File: src/rtl/ctrl_seq_pkg.sv
// Shared definitions for the control sequencer: state encoding, result-routing
// codes, instruction field positions and the control-word packing.
package ctrl_seq_pkg;

  typedef enum logic [2:0] {
    S_IDLE   = 3'd0,
    S_FETCH  = 3'd1,
    S_DECODE = 3'd2,
    S_EXEC   = 3'd3,
    S_MEM    = 3'd4,
    S_WB     = 3'd5,
    S_HALT   = 3'd6
  } state_t;

  localparam logic [1:0] REC_ALU  = 2'b00;
  localparam logic [1:0] REC_IR   = 2'b01;
  localparam logic [1:0] REC_MEM  = 2'b10;
  localparam logic [1:0] REC_NONE = 2'b11;

  localparam int MEM_OP_BIT = 15;
  localparam int A_MSB      = 14;
  localparam int A_LSB      = 12;
  localparam int B_MSB      = 11;
  localparam int B_LSB      = 8;
  localparam int STORE_BIT  = 11;
  localparam int C_MSB      = 7;
  localparam int C_LSB      = 5;
  localparam int CIN_BIT    = 4;

  localparam logic [15:0] HALT_OP_DEFAULT  = 16'hFFFF;
  localparam logic [3:0]  WAIT_MAX_DEFAULT = 4'd15;

  typedef struct packed {
    logic [2:0] a;
    logic [3:0] b;
    logic [2:0] c;
    logic       cin;
    logic [1:0] rec;
    logic       pc_en;
    logic       reg_en;
  } ctrl_fields_t;

  localparam ctrl_fields_t CW_IDLE = '{a: 3'd0, b: 4'd0, c: 3'd0, cin: 1'b0,
                                       rec: REC_NONE, pc_en: 1'b0, reg_en: 1'b0};

  function automatic logic [15:0] pack_ctrl_word(input ctrl_fields_t f);
    return {1'b0, f.a, f.b, f.cin, f.c, f.rec, f.pc_en, f.reg_en};
  endfunction

endpackage

File: src/rtl/cw_pack_reg.sv
// Registered packing of the per-cycle control fields into the 16-bit control word.
// Fed with next-cycle fields so ctrl_word lines up with the individual field outputs.
module cw_pack_reg
  import ctrl_seq_pkg::*;
(
  input  logic         clk,
  input  logic         reset,
  input  ctrl_fields_t fields,
  output logic [15:0]  ctrl_word
);

  always_ff @(posedge clk or negedge reset) begin
    if (!reset) begin
      ctrl_word <= pack_ctrl_word(CW_IDLE);
    end else begin
      ctrl_word <= pack_ctrl_word(fields);
    end
  end

endmodule

File: src/rtl/ctrl_sequencer.sv
// Multi-cycle fetch/decode/exec/mem/wb control sequencer with memory wait timeout.
// Optional single-step operation is enabled by defining STEP_MODE_EN.
module ctrl_sequencer
  import ctrl_seq_pkg::*;
#(
  parameter logic [3:0]  WAIT_MAX = WAIT_MAX_DEFAULT,
  parameter logic [15:0] HALT_OP  = HALT_OP_DEFAULT
) (
  input  logic        clk,
  input  logic        reset,
`ifdef STEP_MODE_EN
  input  logic        step,
`endif
  input  logic        mem_ready,
  input  logic [15:0] mem_rdata,
  output logic        mem_req,
  output logic        mem_we,
  output logic [2:0]  input_a,
  output logic [3:0]  input_b,
  output logic [2:0]  input_c,
  output logic        cin,
  output logic [1:0]  rec,
  output logic        pc_en,
  output logic        reg_en,
  output logic [15:0] ctrl_word,
  output logic        busy,
  output logic        halted,
  output logic        err
);

  state_t       state_reg, state_next;
  logic [15:0]  ir_reg, ir_next;
  logic [3:0]   wait_cnt_reg, wait_cnt_next;
  logic         err_reg, err_next;
  ctrl_fields_t fields_reg, fields_next;
  logic         mem_req_reg, mem_req_next;
  logic         mem_we_reg, mem_we_next;
  logic         busy_reg, busy_next;
  logic         halted_reg, halted_next;
  logic         waiting;
  logic         timeout;
  logic         store;

`ifdef STEP_MODE_EN
  localparam state_t RETIRE_STATE = S_IDLE;
`else
  localparam state_t RETIRE_STATE = S_FETCH;
`endif

  always_comb begin
    state_next    = state_reg;
    ir_next       = ir_reg;
    wait_cnt_next = wait_cnt_reg;
    timeout       = 1'b0;
    // A FETCH cycle with mem_req low is the back-off cycle after a timeout.
    waiting       = ((state_reg == S_FETCH) || (state_reg == S_MEM)) && mem_req_reg;

    case (state_reg)
      S_IDLE: begin
`ifdef STEP_MODE_EN
        if (step) state_next = S_FETCH;
`else
        state_next = S_FETCH;
`endif
      end
      S_FETCH: begin
        if (waiting && mem_ready) begin
          ir_next    = mem_rdata;
          state_next = S_DECODE;
        end
      end
      S_DECODE: begin
        if (ir_reg == HALT_OP)       state_next = S_HALT;
        else if (ir_reg[MEM_OP_BIT]) state_next = S_MEM;
        else                         state_next = S_EXEC;
      end
      S_EXEC:  state_next = RETIRE_STATE;
      S_MEM:   if (mem_ready) state_next = S_WB;
      S_WB:    state_next = RETIRE_STATE;
      S_HALT:  state_next = S_HALT;
      default: state_next = S_IDLE;
    endcase

    // The cycle that would take the count to WAIT_MAX aborts; ready in that cycle still wins.
    if (waiting && !mem_ready) begin
      if (wait_cnt_reg == WAIT_MAX - 4'd1) begin
        timeout    = 1'b1;
        state_next = S_FETCH;
      end else begin
        wait_cnt_next = wait_cnt_reg + 4'd1;
      end
    end
    if ((state_next != state_reg) || timeout || mem_ready) wait_cnt_next = 4'd0;

    err_next = err_reg | timeout;
  end

  always_comb begin
    fields_next  = CW_IDLE;
    mem_req_next = 1'b0;
    mem_we_next  = 1'b0;
    store        = ir_next[STORE_BIT];
    busy_next    = !((state_next == S_IDLE) || (state_next == S_HALT));
    halted_next  = (state_next == S_HALT);

    case (state_next)
      S_FETCH: begin
        mem_req_next    = !timeout;
        fields_next.rec = REC_IR;
      end
      S_EXEC: begin
        fields_next.a      = ir_next[A_MSB:A_LSB];
        fields_next.b      = ir_next[B_MSB:B_LSB];
        fields_next.c      = ir_next[C_MSB:C_LSB];
        fields_next.cin    = ir_next[CIN_BIT];
        fields_next.rec    = REC_ALU;
        fields_next.reg_en = 1'b1;
        fields_next.pc_en  = 1'b1;
      end
      S_MEM: begin
        mem_req_next    = 1'b1;
        mem_we_next     = store;
        fields_next.rec = store ? REC_NONE : REC_MEM;
      end
      S_WB: begin
        fields_next.c      = ir_next[C_MSB:C_LSB];
        fields_next.rec    = store ? REC_NONE : REC_MEM;
        fields_next.reg_en = !store;
        fields_next.pc_en  = 1'b1;
      end
      default: ;
    endcase
  end

  always_ff @(posedge clk or negedge reset) begin
    if (!reset) begin
      state_reg    <= S_IDLE;
      ir_reg       <= 16'd0;
      wait_cnt_reg <= 4'd0;
      err_reg      <= 1'b0;
      fields_reg   <= CW_IDLE;
      mem_req_reg  <= 1'b0;
      mem_we_reg   <= 1'b0;
      busy_reg     <= 1'b0;
      halted_reg   <= 1'b0;
    end else begin
      state_reg    <= state_next;
      ir_reg       <= ir_next;
      wait_cnt_reg <= wait_cnt_next;
      err_reg      <= err_next;
      fields_reg   <= fields_next;
      mem_req_reg  <= mem_req_next;
      mem_we_reg   <= mem_we_next;
      busy_reg     <= busy_next;
      halted_reg   <= halted_next;
    end
  end

  cw_pack_reg u_cw_pack_reg (
    .clk       (clk),
    .reset     (reset),
    .fields    (fields_next),
    .ctrl_word (ctrl_word)
  );

  assign mem_req = mem_req_reg;
  assign mem_we  = mem_we_reg;
  assign input_a = fields_reg.a;
  assign input_b = fields_reg.b;
  assign input_c = fields_reg.c;
  assign cin     = fields_reg.cin;
  assign rec     = fields_reg.rec;
  assign pc_en   = fields_reg.pc_en;
  assign reg_en  = fields_reg.reg_en;
  assign busy    = busy_reg;
  assign halted  = halted_reg;
  assign err     = err_reg;

endmodule
File: config.mk
export PLATFORM = sky130hd
export DESIGN_NAME = ctrl_sequencer
export DESIGN_NICKNAME = d
export VERILOG_FILES = /design/src/rtl/ctrl_seq_pkg.sv /design/src/rtl/cw_pack_reg.sv /design/src/rtl/ctrl_sequencer.sv
export SDC_FILE = /design/constraint.sdc
export NUM_CORES = 1
export LEC_CHECK = 0
export ABC_CLOCK_PERIOD_IN_PS = 1800
export CAP_MARGIN = 40
export CORE_MARGIN = 5
export CORE_UTILIZATION = 46
export CTS_BUF_LIST = sky130_fd_sc_hd__clkbuf_4 sky130_fd_sc_hd__clkbuf_8
export CTS_CLUSTER_SIZE = 40
export DETAILED_ROUTE_END_ITERATION = 10
export PLACE_DENSITY_LB_ADDON = 0.12
export SLEW_MARGIN = 20
export SYNTH_ARGS = -nofsm -noshare
export SYNTH_HDL_FRONTEND = slang
export SYNTH_HIERARCHICAL = 1
export SYNTH_SLANG_ARGS = --single-unit
export TNS_END_PERCENT = 10
File: constraint.sdc
create_clock -name clk -period 1.8 [get_ports clk]
set_clock_uncertainty 0.2 [all_clocks]
set_input_delay 0.27 -clock clk [delete_from_list [all_inputs] [get_ports clk]]
set_output_delay 0.27 -clock clk [all_outputs]
set_load 0.02 [all_outputs]
# Word-level counts from Yosys, hierarchy flattened

Cells that the tools add are included.
W data, S select, Z words.

Eq/ne operators: 15
Multiplexer cells: 22
Reduce and logical (&&, ||, !) cells: 19
Add/subtract/negate cells: 1
Bitwise operators: 1

Operators by type and width:

| operator               | number |
|---|---|
| $mux W15               | 2 |
| $mux W3                | 7 |
| $eq A3 B3 Y1 const B   | 6 |
| $eq A16 B16 Y1 const B | 1 |
| $pmux W3 S5            | 1 |
| $mux W4                | 3 |
| $eq A3 B2 Y1 const B   | 3 |
| $mux W7                | 1 |
| $eq A3 B1 Y1 const B   | 2 |
| $logic_not A3 Y1       | 2 |
| $pmux W2 S3            | 1 |
| $mux W1                | 5 |
| $add A4 B1 Y4 const B  | 1 |
| $eq A4 B4 Y1 const B   | 1 |
| $logic_not A1 Y1       | 4 |
| $logic_or A1 B1 Y1     | 4 |
| $pmux W2 S2            | 1 |
| $reduce_and A2 Y1      | 2 |
| $reduce_or A2 Y1       | 2 |
| $logic_and A1 B1 Y1    | 3 |
| $ne A3 B3 Y1           | 1 |
| $reduce_or A3 Y1       | 1 |
| $ne A2 B1 Y1 const B   | 1 |
| $pmux W1 S2            | 1 |
| 2 further kinds        | 2 |

Input port bits: 19
Register bits after elaboration: 58

# Longest topological paths before layout

Word-level depth: 13
Gate-level depth with buffers: 6
Gate-level depth less buffers: 6

# Modules after synthesis

Netlist, hierarchy kept.

Modules (own cells, without submodules):

| module         | cells each | instances | sequential area each (sq um) | area each (sq um) |
|---|---|---|---|---|
| ctrl_sequencer | 139        | 1         | 1078.5                       | 1784.2 |
| cw_pack_reg    | 17         | 1         | 377.9                        | 389.1 |

# Worst setup path after synthesis

No wires, ideal clock.

Kind: reg-to-reg
From: register mem_req_reg (netlist: mem_req)
To: register fields_reg (netlist bit rec[0])
Slack: -0.067 ns
Cell stages (with the launch flop): 7
Arrival time: 1.581 ns
Period minus slack after synthesis: 1.867 ns
Cell sequence: dfrtp_1 -> and4b_1 -> nor2b_4 -> buf_6 -> mux2i_4 -> inv_2 -> o31a_1

RTL lines:

| what                   | RTL line              | text |
|---|---|---|
| start, declared        | ctrl_sequencer.sv:36  | `logic mem_req_reg, mem_req_next;` |
| start signal, assigned | ctrl_sequencer.sv:152 | `mem_req_reg <= mem_req_next;` |
| end signal, assigned   | ctrl_sequencer.sv:151 | `fields_reg <= fields_next;` |
| end, declared          | ctrl_sequencer.sv:35  | `ctrl_fields_t fields_reg, fields_next;` |

==> results.md <==
- Worst-Skew Late Latency: 0.33 ns
- Drt first pass iters: 5
- Mux contribution to synthesized area: 0.0881
- PnR worst setup slack: -0.0816 ns
- Vias in the first global route: 1,520
- Crit path to: u_cw_pack_reg/ctrl_word[12]
- Avg Inst Size Synth: 13.9 um^2
- Die Wd: 78.7 um
- Power Dens Cells: 1530 nW/um^2
- Gp weighted congestion: 0.765
- Final #Nets: 258
- Final Hold Violating Endpoints: 0
- Crit path time final: 1.88 ns
- CP top delay family: buffers and inverters
- Filler instances: 294
- Hold crit path type: input pin to async pin
- Final wirelength: 4650 um
- Setup TNS: -1.46 ns
- Via density per instance: 4.96
- First-pass GRT wire length: 7270 um
- CTS tree: yes
- Antenna Violating Nets Remaining: 0
- Remaining global-route overflow: 0
- Clock Tree Root: clkbuf_8
- Area grow syn2layout: 53.7%
- Synth Area in Simple Gates: 0.144
- Row Count: 25
- Data arrival, critical path: 1.89 ns
- Area after DPL: 2860 um^2
- Kind of end point of the critical path: flip-flop
- Power Total: 0.00511 W
- I/O Pins: 55
- FF-to-FF path depth: 6
- Leak pwr: 1.54 nW
- VDD IR max: 0.889 mV
- Core area: 4660 um^2
- Largest family of logic cells by synthesized area: simple AND/OR/NAND/NOR gates
- CP Launch Point: mem_ready
- DRC: 0
- F_max: 531 MHz
- RR Endpoint: u_cw_pack_reg/ctrl_word[12]
- Post-synth EDFFs: 0
- Antenna diodes: 0
- CP Class: input pin to flip-flop
- Num Clock Sinks: 58
- Worst-path cell chain: clkdlybuf4s50_1 > and4b_1 > nor2b_4 > buf_12 > buf_8 > mux2_4 > nor2b_4
- Layout cells sized above 1: 0.326
- Most common cell after layout, fill and taps aside: dfrtp_1
- Failing checks: setup timing
- Ys flop type: dfrtp_1
- FF-to-FF setup slack: -0.08 ns
- Post-synthesis xor/xnor area fraction: 0.0161
- Gr usage total: 0.155
- Max-slew violations: 0
- Crit path max-delay cell type: clkdlybuf4s50_1
- Die footprint: 6200 um^2
- Yosys reg bits: 58
- RSZ-0062 raised after global routing: yes
- Longest Clk Path Bufs: 2
- Placed cell count: 272
- Worst-path clk slew: 0.06 ns
- CP Data Required Time: 1.81 ns
- Most frequent CP cell: nor2b_4
- Mapped Cells: 156
- Max Fanout on Critical Path: 6
- CP startpoint kind: input pin
- Yosys warnings: 6
- Adder-Cell Fraction of Synth Area: 0.0115
- Compound-cell area share of the yosys netlist: 0.0397
- H-tree Lvls: 3
- Initial antenna violation count: 0
- Synthesized netlist net count: 177
- Largest net degree at the start of global routing: 41
- Final setup fails: 28
- FFs w/ async S/R, synth: 1.00
- Max reg flops: 16
- Final period util: 1.05
- Buf/Inv on CP: 3
- DRT iter0 DRCs: 112
- Die Ht: 78.7 um
- WL/cell: 15.7 um
- Post-Layout Cell Count: 296
- Seq/Total Area, Yosys: 0.670
- Max-cap violations: 0
- Synth unique cells: 41
- Design Area, Final: 3340 um^2
- CP Depth: 7
- CTS Buf Count: 9
- IO buf count: 53
- Initial Util: 0.466
- Commonest non-fill, non-tap cells in the layout: dfrtp_1, clkdlybuf4s50_1, buf_4
- Synth Cell Area: 2170 um^2
- Hpwl dp: 3110 um
- Outcome: finished, violations left
- Worst R2R Start: state_reg[1]
- Final Hold Slack: 0.215 ns
- Slowest Stage Delay on Critical Path: 0.48 ns
- Total number of vias: 1,468
power breakdown:
part	internal (W)	switching, W	total, W
clock	0.00111	0.000491	0.00160
combinational	0.000992	0.000713	0.00170
sequential	0.00162	0.000181	0.00180
logic make-up (layout without fill, tap and decap cells):
family          Yosys count  after routing
flops                    58             58
compound gates           12             12
buf+inv                  11             97
simple gates             52             52
fa+ha+maj                 2              2
mux                      16             16
xor+xnor                  4              4
other cells               1              1
how the worst min path moves through the flow:
| stage | slack (ns) | endpoint |
|---|---|---|
| 3_3_place_gp | 0.02 | input_b[3] |
| 5_1_grt | 0.27 | err |
| 4_1_cts | 0.23 | state_reg[0] |
| 3_5_place_dp | 0.04 | u_cw_pack_reg/ctrl_word[11] |
| 2_1_floorplan | -0.23 | busy |
| 6_report | 0.22 | u_cw_pack_reg/ctrl_word[11] |
final cells by class:
type | count | area, um^2 | area share
Sequential cell | 58 | 1460 | 0.437
Multi-Input combinational cell | 87 | 781 | 0.234
Timing Repair Buffer | 76 | 743 | 0.223
Clock buffer | 11 | 145 | 0.0435
Clock inverter | 5 | 125 | 0.0375
Tap cell | 54 | 67.6 | 0.0202
Inverter | 5 | 18.8 | 0.00562
Yosys cell counts, types with 2 or more instances:
cell type	instances	area (um^2)
ha_1	2	25.0
nor2_1	9	33.8
nand2_1	5	18.8
nand4_1	6	37.5
inv_1	4	15.0
nor2b_1	12	75.1
dfrtp_1	54	1350
dfstp_2	4	105
xor2_1	3	26.3
nand3b_1	2	15.0
buf_4	3	22.5
nand2b_1	4	25.0
mux2_2	14	158
buf_2	2	10.0
and3_1	2	12.5
a21oi_1	4	20.0
nand3_1	2	10.0
metrics by stage:
step,setup WS (ns),utilization
3_5_place_dp,-0.425,0.614
3_3_place_gp,-0.397,0.614
5_1_grt,-0.150,0.717
6_report,-0.0816,0.717
2_1_floorplan,0.0486,-
4_1_cts,-0.118,0.673
routing by layer:
metal,up-vias,track usage,part of all wire
li1,692,-,-
met1,727,0.185,0.42
met2,44,0.253,0.51
met3,5,0.0454,0.057
met4,0,0.0839,0.0097
met5,-,0,0
timing repair:
item	in CTS	in global routing
endpoints found under the setup margin	33	39
setup buffers	0	7
hold endpoints to repair	14	0
gates resized for setup	7	40
pin swaps	0	0
hold buffers	1	0
Power figures use the tool's default switching activity.
==> RTL edit: new RTL, config.mk and constraints unchanged <==
Take the reset off `ir_reg` and load it in a clocked block of its own.
--- a/src/rtl/ctrl_sequencer.sv
+++ b/src/rtl/ctrl_sequencer.sv
@@ -135,7 +135,6 @@
   always_ff @(posedge clk or negedge reset) begin
     if (!reset) begin
       state_reg    <= S_IDLE;
-      ir_reg       <= 16'd0;
       wait_cnt_reg <= 4'd0;
       err_reg      <= 1'b0;
       fields_reg   <= CW_IDLE;
@@ -145,7 +144,6 @@
       halted_reg   <= 1'b0;
     end else begin
       state_reg    <= state_next;
-      ir_reg       <= ir_next;
       wait_cnt_reg <= wait_cnt_next;
       err_reg      <= err_next;
       fields_reg   <= fields_next;
@@ -154,6 +152,10 @@
       busy_reg     <= busy_next;
       halted_reg   <= halted_next;
     end
+  end
+
+  always_ff @(posedge clk) begin
+    ir_reg <= ir_next;
   end
 
   cw_pack_reg u_cw_pack_reg (
Function: no difference found for any inputs over 10 cycles, from zero or initial values and one cycle with reset low; that may be too few to reach the edited logic, so the function may still have changed.
==> RTL edit against the original RTL <==
Wire length rose by 8.6%. Sequential cell count stayed put. Largest power group unchanged. Die area down 0.90%. Critical path type is now reg2reg. Total power is 8.3% lower. Cell area fell by 2.3%. Setup slack better by 110 ps. Synthesized area down 1.0%. First-iteration DRC count fell by 23%.
==> RTL edit: results (changes against the original RTL) <==
** Global routing
- The maximum number of pins on one net before global-route repair was 23 (-44%).
- The met2 track demand over resource was 0.279 (+0.0261).
- Global-route wire length before repair :: 8160 um (+12%)
- GR Util met1 :: 0.213 (+0.0277)
- Global-route total usage across every layer :: 0.175 (+0.0198)
- Global routing usage on met3 :: 0.0538 (+0.00842)

** Worst setup path
- Critical-path top delay cell :: sky130_fd_sc_hd__dfrtp_1
- Tracing the worst setup path back leads to its startpoint at state_reg[2]$_DFF_PN0_.
- The slack of the worst reg-to-reg path came to 30 ps (+110 ps).
- Largest stage delay on the critical path :: 430 ps (-50 ps)
- The data arrival time of the critical path was 1810 ps (-80 ps).
- FF-to-FF path depth :: 4 (-2)
- Largest delay contributor family on the critical path :: compound AO/OA/AOI/OAI gates
- Critical path capture point :: rec[0]$_DFF_PN1_
- The maximum fanout count along the critical path came to 15 (+9).

** Synthesis
- After synthesis, the cell types taking the most area are sky130_fd_sc_hd__dfrtp_1 44%, sky130_fd_sc_hd__dfxtp_1 10%, sky130_fd_sc_hd__edfxtp_1 7.0%, sky130_fd_sc_hd__mux2_2 5.8%, sky130_fd_sc_hd__dfstp_2 4.9%.
- The synthesized netlist cell count was 161 (+3.2%).
- The sequential cell area fraction in the yosys report is 0.663 (-0.00694).
- The number of different library cells in the post-synthesis netlist came to 46 (+12%).
- The synthesized netlist net count is 182 (+2.8%).
- Counting instances in the post-synthesis netlist gives the leading cell types as 38 x sky130_fd_sc_hd__dfrtp_1, 11 x sky130_fd_sc_hd__dfxtp_1, 11 x sky130_fd_sc_hd__mux2_2.
- Async set or reset register ratio after synthesis :: 0.724 (-0.276)

** Run status
- Status :: completed

** Placement
- Post-DP HPWL :: 3420 um (+10%)

** Pwr
- Leak :: 1.47 nW (-4.4%)

** Drt
- Met3 WL post-DR :: 281 um (+6.0%)
- The detailed router's first-iteration violation count is 86 (-23%).
- The detailed-route wire length on metal 1 was 2130 um (+8.9%).

** Layout
- The final-layout fill cell count is 299 (+1.7%).
==> RTL edit: cell count changes after synthesis, moves of 4 or more <==
cell and change:
sky130_fd_sc_hd__edfxtp_1 +5, sky130_fd_sc_hd__dfxtp_1 +11, sky130_fd_sc_hd__nor2b_1 -4, sky130_fd_sc_hd__dfrtp_1 -16
sky130_fd_sc_hd__and2b_1 +4
==> RTL edit: logic make-up after synthesis <==
kind of cell             Yosys count  synth area share
other                              1           0.00174
adder cells (fa/ha/maj)            2            0.0116
AO/OA/AOI/OAI                     20            0.0739
AND/OR/NAND/NOR                   53             0.148
flip-flops                        58             0.663
XOR/XNOR                           4            0.0163
multiplexers                      11            0.0576
buffers and inverters             12            0.0273
==> RTL edit: where the power goes <==
part,leakage [nW],switching (mW),total [mW],internal (mW)
combinational,0.657,0.805,1.67,0.862
clock,0.114,0.476,1.26,0.782
sequential,0.699,0.140,1.76,1.62
==> RTL edit: per-stage QoR <==
step / total power, mW / utilization / worst slack [ps]
5_1_grt: 4.95 / 0.734 / -28.8
3_3_place_gp: 3.21 / 0.655 / -332
3_5_place_dp: 3.26 / 0.655 / -348
4_1_cts: 4.53 / 0.708 / -84.4
2_1_floorplan: 2.60 / - / -39.9
6_report: 4.69 / 0.734 / 32.8
==> RTL edit: area by class of cell <==
cell class                 instances  area share
clock inverter                     2      0.0107
clock buffer                      14      0.0552
inverter                           6     0.00690
sequential                        58       0.438
timing repair buffer              76       0.225
multi-input combinational         91       0.245
tap                               52      0.0199
==> RTL edit: timing repair <==
item / CTS / global route
gates resized for setup: 10 / 18
buffers inserted: 0 / 2
endpoints found under the setup margin: 19 / 29
gates cloned: 0 / 0
hold buffers: 1 / 0
hold endpoints to repair: 20 / 0
pin swaps: 0 / 4
